### src/rtl/counter_snapshot_reader_pkg.sv
// Shared definitions for the counter snapshot reader and the host bus side.
// Holds the sequencer state encoding and the bytes-per-channel helper.
package counter_snapshot_reader_pkg;

   typedef enum logic {
      ST_IDLE = 1'b0,
      ST_SEND = 1'b1
   } state_e;

   // Bytes needed to carry one SIZE-bit counter, LSB byte first.
   function automatic int unsigned bytes_of(input int unsigned size);
      return (size + 7) / 8;
   endfunction

endpackage

### src/rtl/counter_snapshot_reader_snapshot_bank.sv
// Shadow registers for all counter channels plus the channel/byte read mux.
// Ports: clk_i, rst_i (sync, high), capture_i, count_i, chan_i, byte_i,
//        data_o (selected byte, bits above SIZE read as zero).
module snapshot_bank
   import counter_snapshot_reader_pkg::*;
#(
   parameter int unsigned NCHAN = 4,
   parameter int unsigned SIZE  = 8,
   parameter int unsigned CW    = 2,
   parameter int unsigned BW    = 1
) (
   input  logic                  clk_i,
   input  logic                  rst_i,
   input  logic                  capture_i,
   input  logic [NCHAN*SIZE-1:0] count_i,
   input  logic [CW-1:0]         chan_i,
   input  logic [BW-1:0]         byte_i,
   output logic [7:0]            data_o
);

   localparam int unsigned BYTES = bytes_of(SIZE);

   logic [SIZE-1:0]    shadow_q [NCHAN];
   logic [SIZE-1:0]    sel;
   logic [BYTES*8-1:0] word;

   // All channels load on the same edge so the host sees one coherent sample.
   always_ff @(posedge clk_i) begin
      if (rst_i) begin
         for (int i = 0; i < NCHAN; i++) begin
            shadow_q[i] <= '0;
         end
      end else if (capture_i) begin
         for (int i = 0; i < NCHAN; i++) begin
            shadow_q[i] <= count_i[i*SIZE +: SIZE];
         end
      end
   end

   always_comb begin
      sel = '0;
      for (int i = 0; i < NCHAN; i++) begin
         if (chan_i == CW'(i)) begin
            sel = shadow_q[i];
         end
      end
   end

   always_comb begin
      word = '0;
      word[SIZE-1:0] = sel;
      data_o = '0;
      for (int b = 0; b < BYTES; b++) begin
         if (byte_i == BW'(b)) begin
            data_o = word[b*8 +: 8];
         end
      end
   end

endmodule

### src/rtl/counter_snapshot_reader.sv
// Snapshots NCHAN counters in one edge and streams them as bytes to the host.
// Ports: clk, rst (sync, high), count, snap, ready in; busy, data, valid,
//        last, overrun out. Channel 0 first, LSB byte first.
module counter_snapshot_reader
   import counter_snapshot_reader_pkg::*;
#(
   parameter int unsigned NCHAN = 4,
   parameter int unsigned SIZE  = 8
) (
   input  logic                  clk,
   input  logic                  rst,
   input  logic [NCHAN*SIZE-1:0] count,
   input  logic                  snap,
   output logic                  busy,
   output logic [7:0]            data,
   output logic                  valid,
   input  logic                  ready,
   output logic                  last,
   output logic                  overrun
);

   localparam int unsigned BYTES = bytes_of(SIZE);
   localparam int unsigned CW = (NCHAN > 1) ? $clog2(NCHAN) : 1;
   localparam int unsigned BW = (BYTES > 1) ? $clog2(BYTES) : 1;
   localparam logic [CW-1:0] CH_LAST = CW'(NCHAN - 1);
   localparam logic [BW-1:0] BY_LAST = BW'(BYTES - 1);

   state_e        state_q, state_d;
   logic [CW-1:0] chan_q, chan_d;
   logic [BW-1:0] byte_q, byte_d;
   logic          ovr_q, ovr_d;

   logic is_last;
   logic fin_hs;
   logic capture;

   assign is_last = (chan_q == CH_LAST) && (byte_q == BY_LAST);
   assign fin_hs  = (state_q == ST_SEND) && ready && is_last;
   // A snap on the final handshake chains straight into the next snapshot.
   assign capture = snap && ((state_q == ST_IDLE) || fin_hs);

   always_ff @(posedge clk) begin
      if (rst) begin
         state_q <= ST_IDLE;
         chan_q  <= '0;
         byte_q  <= '0;
         ovr_q   <= 1'b0;
      end else begin
         state_q <= state_d;
         chan_q  <= chan_d;
         byte_q  <= byte_d;
         ovr_q   <= ovr_d;
      end
   end

   always_comb begin
      state_d = state_q;
      chan_d  = chan_q;
      byte_d  = byte_q;
      ovr_d   = ovr_q;
      unique case (state_q)
         ST_IDLE: begin
            if (snap) begin
               state_d = ST_SEND;
               chan_d  = '0;
               byte_d  = '0;
               ovr_d   = 1'b0;
            end
         end
         ST_SEND: begin
            unique case (1'b1)
               !ready: begin
               end
               ready && is_last && snap: begin
                  chan_d = '0;
                  byte_d = '0;
                  ovr_d  = 1'b0;
               end
               ready && is_last && !snap: begin
                  state_d = ST_IDLE;
                  chan_d  = '0;
                  byte_d  = '0;
               end
               ready && !is_last && (byte_q == BY_LAST): begin
                  byte_d = '0;
                  chan_d = chan_q + 1'b1;
               end
               ready && !is_last && (byte_q != BY_LAST): begin
                  byte_d = byte_q + 1'b1;
               end
               default: begin
               end
            endcase
            if (snap && !fin_hs) begin
               ovr_d = 1'b1;
            end
         end
         default: begin
            state_d = ST_IDLE;
         end
      endcase
   end

   always_comb begin
      valid   = (state_q == ST_SEND);
      busy    = valid;
      last    = valid && is_last;
      overrun = ovr_q;
   end

   snapshot_bank #(
      .NCHAN(NCHAN),
      .SIZE (SIZE),
      .CW   (CW),
      .BW   (BW)
   ) u_bank (
      .clk_i    (clk),
      .rst_i    (rst),
      .capture_i(capture),
      .count_i  (count),
      .chan_i   (chan_q),
      .byte_i   (byte_q),
      .data_o   (data)
   );

endmodule

### config.mk
export PLATFORM = sky130hd
export DESIGN_NAME = counter_snapshot_reader
export DESIGN_NICKNAME = d
export VERILOG_FILES = /design/src/rtl/counter_snapshot_reader_pkg.sv /design/src/rtl/counter_snapshot_reader_snapshot_bank.sv /design/src/rtl/counter_snapshot_reader.sv
export SDC_FILE = /design/constraint.sdc
export NUM_CORES = 1
export LEC_CHECK = 0
export CORE_UTILIZATION = 25
export CTS_CLUSTER_DIAMETER = 100
export DETAILED_ROUTE_END_ITERATION = 6
export GPL_TIMING_DRIVEN = 0
export RECOVER_POWER = 25
export SLEW_MARGIN = 10
export SYNTH_ARGS = -nofsm -noshare
export SYNTH_HDL_FRONTEND = slang
export SYNTH_SLANG_ARGS = --single-unit
### constraint.sdc
create_clock -name clk -period 3.03 [get_ports clk]
set_input_delay 0.4545 -clock clk [delete_from_list [all_inputs] [get_ports clk]]
set_output_delay 0.4545 -clock clk [all_outputs]
set_load 0.05 [all_outputs]
* After elaboration in Yosys (flattened, before gate mapping)
Memory sizes are Yosys's and may differ from the RTL's. Index checks and enable logic that the tools add are counted.
Cells by class: add/sub/neg operators 2, equality and inequality tests 7, mux-type cells 26, bitwise gates (word level) 6, reductions and logical operators 22
Operators by type and width (count):
- $mux 8 | 9
- $logic_and 1x1->1 | 12
- $mux 1 | 10
- $pmux 1 s2 | 4
- $pmux 2 s2 | 2
- $ne 3x2->1 const B | 2
- $reduce_and 2->1 | 3
- $eq 2x2->1 const B | 2
- $or 1x1->1 | 4
- $logic_not 1->1 | 3
- $ne 3x1->1 const B | 1
- $reduce_or 3->1 | 1
- $add 2x1->2 const B | 1
- $eq 2x1->1 const B | 1
- $logic_not 2->1 | 1
- $mux 2 | 1
- $ne 2x2->1 const B | 1
- $not 1->1 | 2
- $reduce_or 2->1 | 1
- $add 1x1->1 const B | 1
- $logic_or 1x1->1 | 1
Word-level totals: bits in registers 5, memory bits (writable) 32, input port bits 36, word-level logic and storage cells 68, memories kept 1
Memories:
- u_bank.shadow_q | depth 4, width 8, rd ports 4, clocked after memory_dff 0, write ports 4, line counter_snapshot_reader_snapshot_bank.sv:23 | logic [SIZE-1:0] shadow_q [NCHAN];

* Logic depth before layout (Yosys ltp)
word-level depth 9, gate-level depth with buffers 6

* Cells and area by module
Synthesis repeated with hierarchy kept, for this count alone.
Second synthesis, totals: cell total of the unflattened synthesis 125, area total of the unflattened synthesis 1685.4 µm²
Modules (own cells, without submodules):
- snapshot_bank | instances 1, cells each 99, area each 1453.9 µm², seq. area each 960.9 µm²
- counter_snapshot_reader | instances 1, cells each 26, area each 231.5 µm², seq. area each 100.1 µm²

* Worst setup path after synthesis
No wires, ideal clock.
path kind register to register, from reg chan_q[0], to mem u_bank.shadow_q[0][0], enable pin, library setup time 0.388 ns, data arrival time 1.781 ns, slack 0.861 ns, stages on the path, launching flop included 6, clock period less this slack 2.169 ns, cell sequence dfxtp_1 > ha_1 > nand3b_1 > nand2_1 > clkbuf_1 > a21o_1
RTL lines:
- start, declared | line counter_snapshot_reader.sv:29 | logic [CW-1:0] chan_q, chan_d;
- start signal, assigned | line counter_snapshot_reader.sv:50 | chan_q <= chan_d;
- end, declared | line counter_snapshot_reader_snapshot_bank.sv:23

* Final worst setup path
from reg chan_q[0], to out data[2]
On the way: cells in the longest elaborated chain, start to end 6, elaborated cells between the ends (all ways) 9, those cells by class eq/ne (3); mux (5); reduce/logical (1)
RTL lines:
- $logic_not 2->1 | line counter_snapshot_reader_snapshot_bank.sv:43 | if (chan_i == CW'(i)) begin
- $mux 8 (3 in series) | line counter_snapshot_reader_snapshot_bank.sv:43
- $mux 8 * | line counter_snapshot_reader_snapshot_bank.sv:43
- $mux 8 * | line counter_snapshot_reader_snapshot_bank.sv:54 | if (byte_i == BW'(b)) begin
- end, declared | line counter_snapshot_reader.sv:15 | output logic [7:0] data,
Mark *: on every way between the ends. The rest lies on a longest branch, timed or not.

==> results summary <==
The wire length of the first global-routing pass came out at 6800 µm. Data on the critical path is required at its endpoint by 2.58 ns. The signed area change from the synthesized netlist to the final layout came out at 36.5%. The CTS H-tree depth came out at 2. The fraction of synthesized cell area taken by the top area cell type came out at 0.551.

The via-per-instance ratio is 4.61. Setup violations remaining at the end of the flow were counted as 0. The net count after synthesis is 188. For this block, the via count after detailed routing is 1301. The total count of hold-check failures in the final report came out at 0. The worst min-delay path startpoint is overrun$_SDFFE_PP0P_. The maximum operating frequency came out at 355 MHz.

The full die area came out at 0.00731 mm². The signal arrival time at the worst endpoint came out at 2.36 ns. Of all cell types, the one taking the most synthesized area is sky130_fd_sc_hd__edfxtp_1. The register area share after synthesis came out at 0.609. STA classifies the critical path startpoint as a flop. The total clock sinks is 37.

In the final design database the tool counted 242 nets. The flow ran to the end, and the final reports show no timing, DRC or antenna violations. Counting flops with an async set or reset pin after synthesis yields a share of 0. The worst setup skew after layout is 0.00693 ns. The instance count after placement with tap cells included came out at 275. The number of antenna diodes is 0. The pin count of the biggest net entering global routing is 33. The I/O pin total is 48. The buffer depth of the longest clock path is 2. Ranked by total cell area, the synthesized netlist is headed by sky130_fd_sc_hd__edfxtp_1 (55%), sky130_fd_sc_hd__and3_1 (11%), sky130_fd_sc_hd__dfxtp_1 (5.7%).

The count of nets left with antenna violations after detail routing is 0. The global-route usage over all layers is 0.124. The post-synthesis instance total is 148.

The post-placement worst setup slack is -0.0256 ns. Summed over all cells, the static leakage comes to 0.000994 µW. The number of enable flip-flop cells after synthesis came out at 32. The number of buffers inserted by hold repair at cts came out at 0.

Dividing the final minimum period by the clock period gives 0.930. The worst setup path is of the flop to output pin kind. TritonCTS built the clock tree. Power comes to 1120 µW. The overall die height came out at 85.5 µm. Row generation in the floorplan step produced 30 rows. The TritonCTS buffer count came out at 5.

Counting cells, the worst reg-to-reg path comes to 5. The power per cell area is 470 mW/mm². After synthesis the netlist holds a flip-flop and latch count of 37.

The clock-pin slew of the registers on the worst-case setup and hold paths came out at 0.07 ns. The number of buffers inserted to repair setup after CTS came out at 0. The average cell area after synthesis came out at 11.8 µm². The min-delay analysis places its worst path in the category flop to flop. The DRC violation count after routing is 0. Post-CTS repair changed the size of 8 cells. The initial utilization of the core area, before any placement, comes to 0.258.

At the pin with the least slew margin, the transition time is 0.721 ns. The most used flip-flop cell after synthesis is sky130_fd_sc_hd__edfxtp_1. The number of synthesis warnings came out at 0.

The worst register-to-register path begins at chan_q[0]$_SDFFE_PP0P_. The placed standard-cell area is 0.00231 mm². The final worst-path setup slack is 0.213 ns. Along the worst path, the maximum fanout reaches 10. Summed over all nets, the half-perimeter wirelength after detailed placement is 2900 µm.

The count of maximum capacitance violations came out at 0. The standard cell core area came out at 0.00676 mm². The relative max-transition margin is 0.519. Ranked by instance count, the synthesized netlist is headed by sky130_fd_sc_hd__and3_1 (32), sky130_fd_sc_hd__edfxtp_1 (32), sky130_fd_sc_hd__a21oi_1 (11), sky130_fd_sc_hd__nand2_1 (11).

The clock latency on the worst-skew pair came out at 0.28 ns. On the final layout, the worst hold slack is 0.458 ns. The average wire length per cell after detail routing is 14.7 µm. The filler-free cell count of the finished design is 282. The first-pass iteration count of the detailed router came out at 5. In this run the clock root is driven by a sky130_fd_sc_hd__clkbuf_8. The total congestion overflow came out at 0. The startpoint of the worst setup timing path is chan_q[0]$_SDFFE_PP0P_. The worst-case IR drop observed on VDD is 0.215 mV. The end of the worst register-to-register path is u_bank.shadow_q[1][7]$_SDFFCE_PN0P_. In this run, distinct cell masters in the synthesized netlist total 24. The capture point of the critical path is data[2].

The final number of max-transition violations is 0. The number of design-rule violations left by the first detailed-router iteration is 115. The reg-to-reg setup timing slack is 0.66 ns.

The overall die width came out at 85.5 µm. The minimum clock period after layout is 2.82 ns. The initial antenna violation count is 0. STA classifies the critical path endpoint as an output pin.

The share of final-layout standard cells stronger than drive strength 1 came out at 0.0545. Setup repair after global routing left no endpoint under its margin. The number of buffers inserted by port buffering is 47.

The weighted congestion at the end of routability-driven global placement came out at 0.775. In this run the cell area of the synthesized design comes to 0.00174 mm². The total wirelength of the detailed-routed design came out at 4150 µm. The via count of the first global-routing pass is 1322. The area of all placed cells without fillers is 0.00238 mm².
how the worst min path moves through the flow:
stage	depth (start not counted)	to	slack (ns)
floorplan	2	byte_q$_SDFFE_PP0P_	0.44
global placement	2	overrun$_SDFFE_PP0P_	0.45
detailed placement	2	overrun$_SDFFE_PP0P_	0.45
CTS	2	overrun$_SDFFE_PP0P_	0.46
global route	2	overrun$_SDFFE_PP0P_	0.50
finish	2	overrun$_SDFFE_PP0P_	0.46
cells in the final DEF (no fill, tap or decap), types with 4 or more instances in the layout:
cell and count:
sky130_fd_sc_hd__a21oi_1 11, sky130_fd_sc_hd__dlygate4sd2_1 8, sky130_fd_sc_hd__dfxtp_1 5, sky130_fd_sc_hd__edfxtp_1 32, sky130_fd_sc_hd__ha_1 4, sky130_fd_sc_hd__clkbuf_8 5, sky130_fd_sc_hd__a32o_1 8, sky130_fd_sc_hd__nand2_1 11
sky130_fd_sc_hd__and3_1 32, sky130_fd_sc_hd__nand2b_1 8, sky130_fd_sc_hd__clkbuf_1 9, sky130_fd_sc_hd__o21ai_0 8, sky130_fd_sc_hd__inv_1 4, sky130_fd_sc_hd__clkdlybuf4s50_1 36
report_power, final:
part / internal [µW] / switching, µW
sequential: 591 / 10.4
combinational: 85.1 / 113
clock: 155 / 164
total: 831 / 287
through the flow:
step / utilization / TNS [ns]
after global placement: 0.342 / -0.330
after detailed placement: 0.342 / -0.790
final: 0.352 / 0
after CTS: 0.352 / 0
after global routing: 0.352 / 0
after floorplan: - / 0
worst max-delay path, cell delays in order (launching register included):
cell	delay, ns
sky130_fd_sc_hd__dfxtp_1	0.35
sky130_fd_sc_hd__inv_1	0.09
sky130_fd_sc_hd__ha_1	0.37
sky130_fd_sc_hd__buf_2	0.31
sky130_fd_sc_hd__a21oi_1	0.06
sky130_fd_sc_hd__o21ai_0	0.14
sky130_fd_sc_hd__a32o_1	0.22
sky130_fd_sc_hd__dlygate4sd2_1	0.53
registers in the layout (all words and copies together) (netlist names):
name,flops
busy,1
byte_q,1
chan_q,2
overrun,1
u_bank.shadow_q,32
cell type report:
cell class,instances,area [µm²]
Buffer,11,47.5
Clock buffer,6,72.6
Clock inverter,1,3.75
Fill cell,704,4380
Inverter,4,15.0
Multi-Input combinational cell,96,616
Sequential cell,37,1060
Tap cell,80,100
Timing Repair Buffer,47,463
layer usage:
layer	share of wire	vias to the layer above	GRT usage
met5	0	-	0
met1	0.49	605	0.161
met4	0.016	0	0.0455
met2	0.47	29	0.206
met3	0.030	5	0.0260
li1	-	662	-
cell families (layout without fill, tap and decap cells):
family / count (synthesis) / after routing / share of synthesized area
compound gates: 30 / 30 / 0.117
flops: 37 / 37 / 0.609
buf+inv: 15 / 69 / 0.0359
fa+ha+maj: 4 / 4 / 0.0287
simple gates: 62 / 62 / 0.210
No activity file was read; power rests on OpenSTA's default activity.
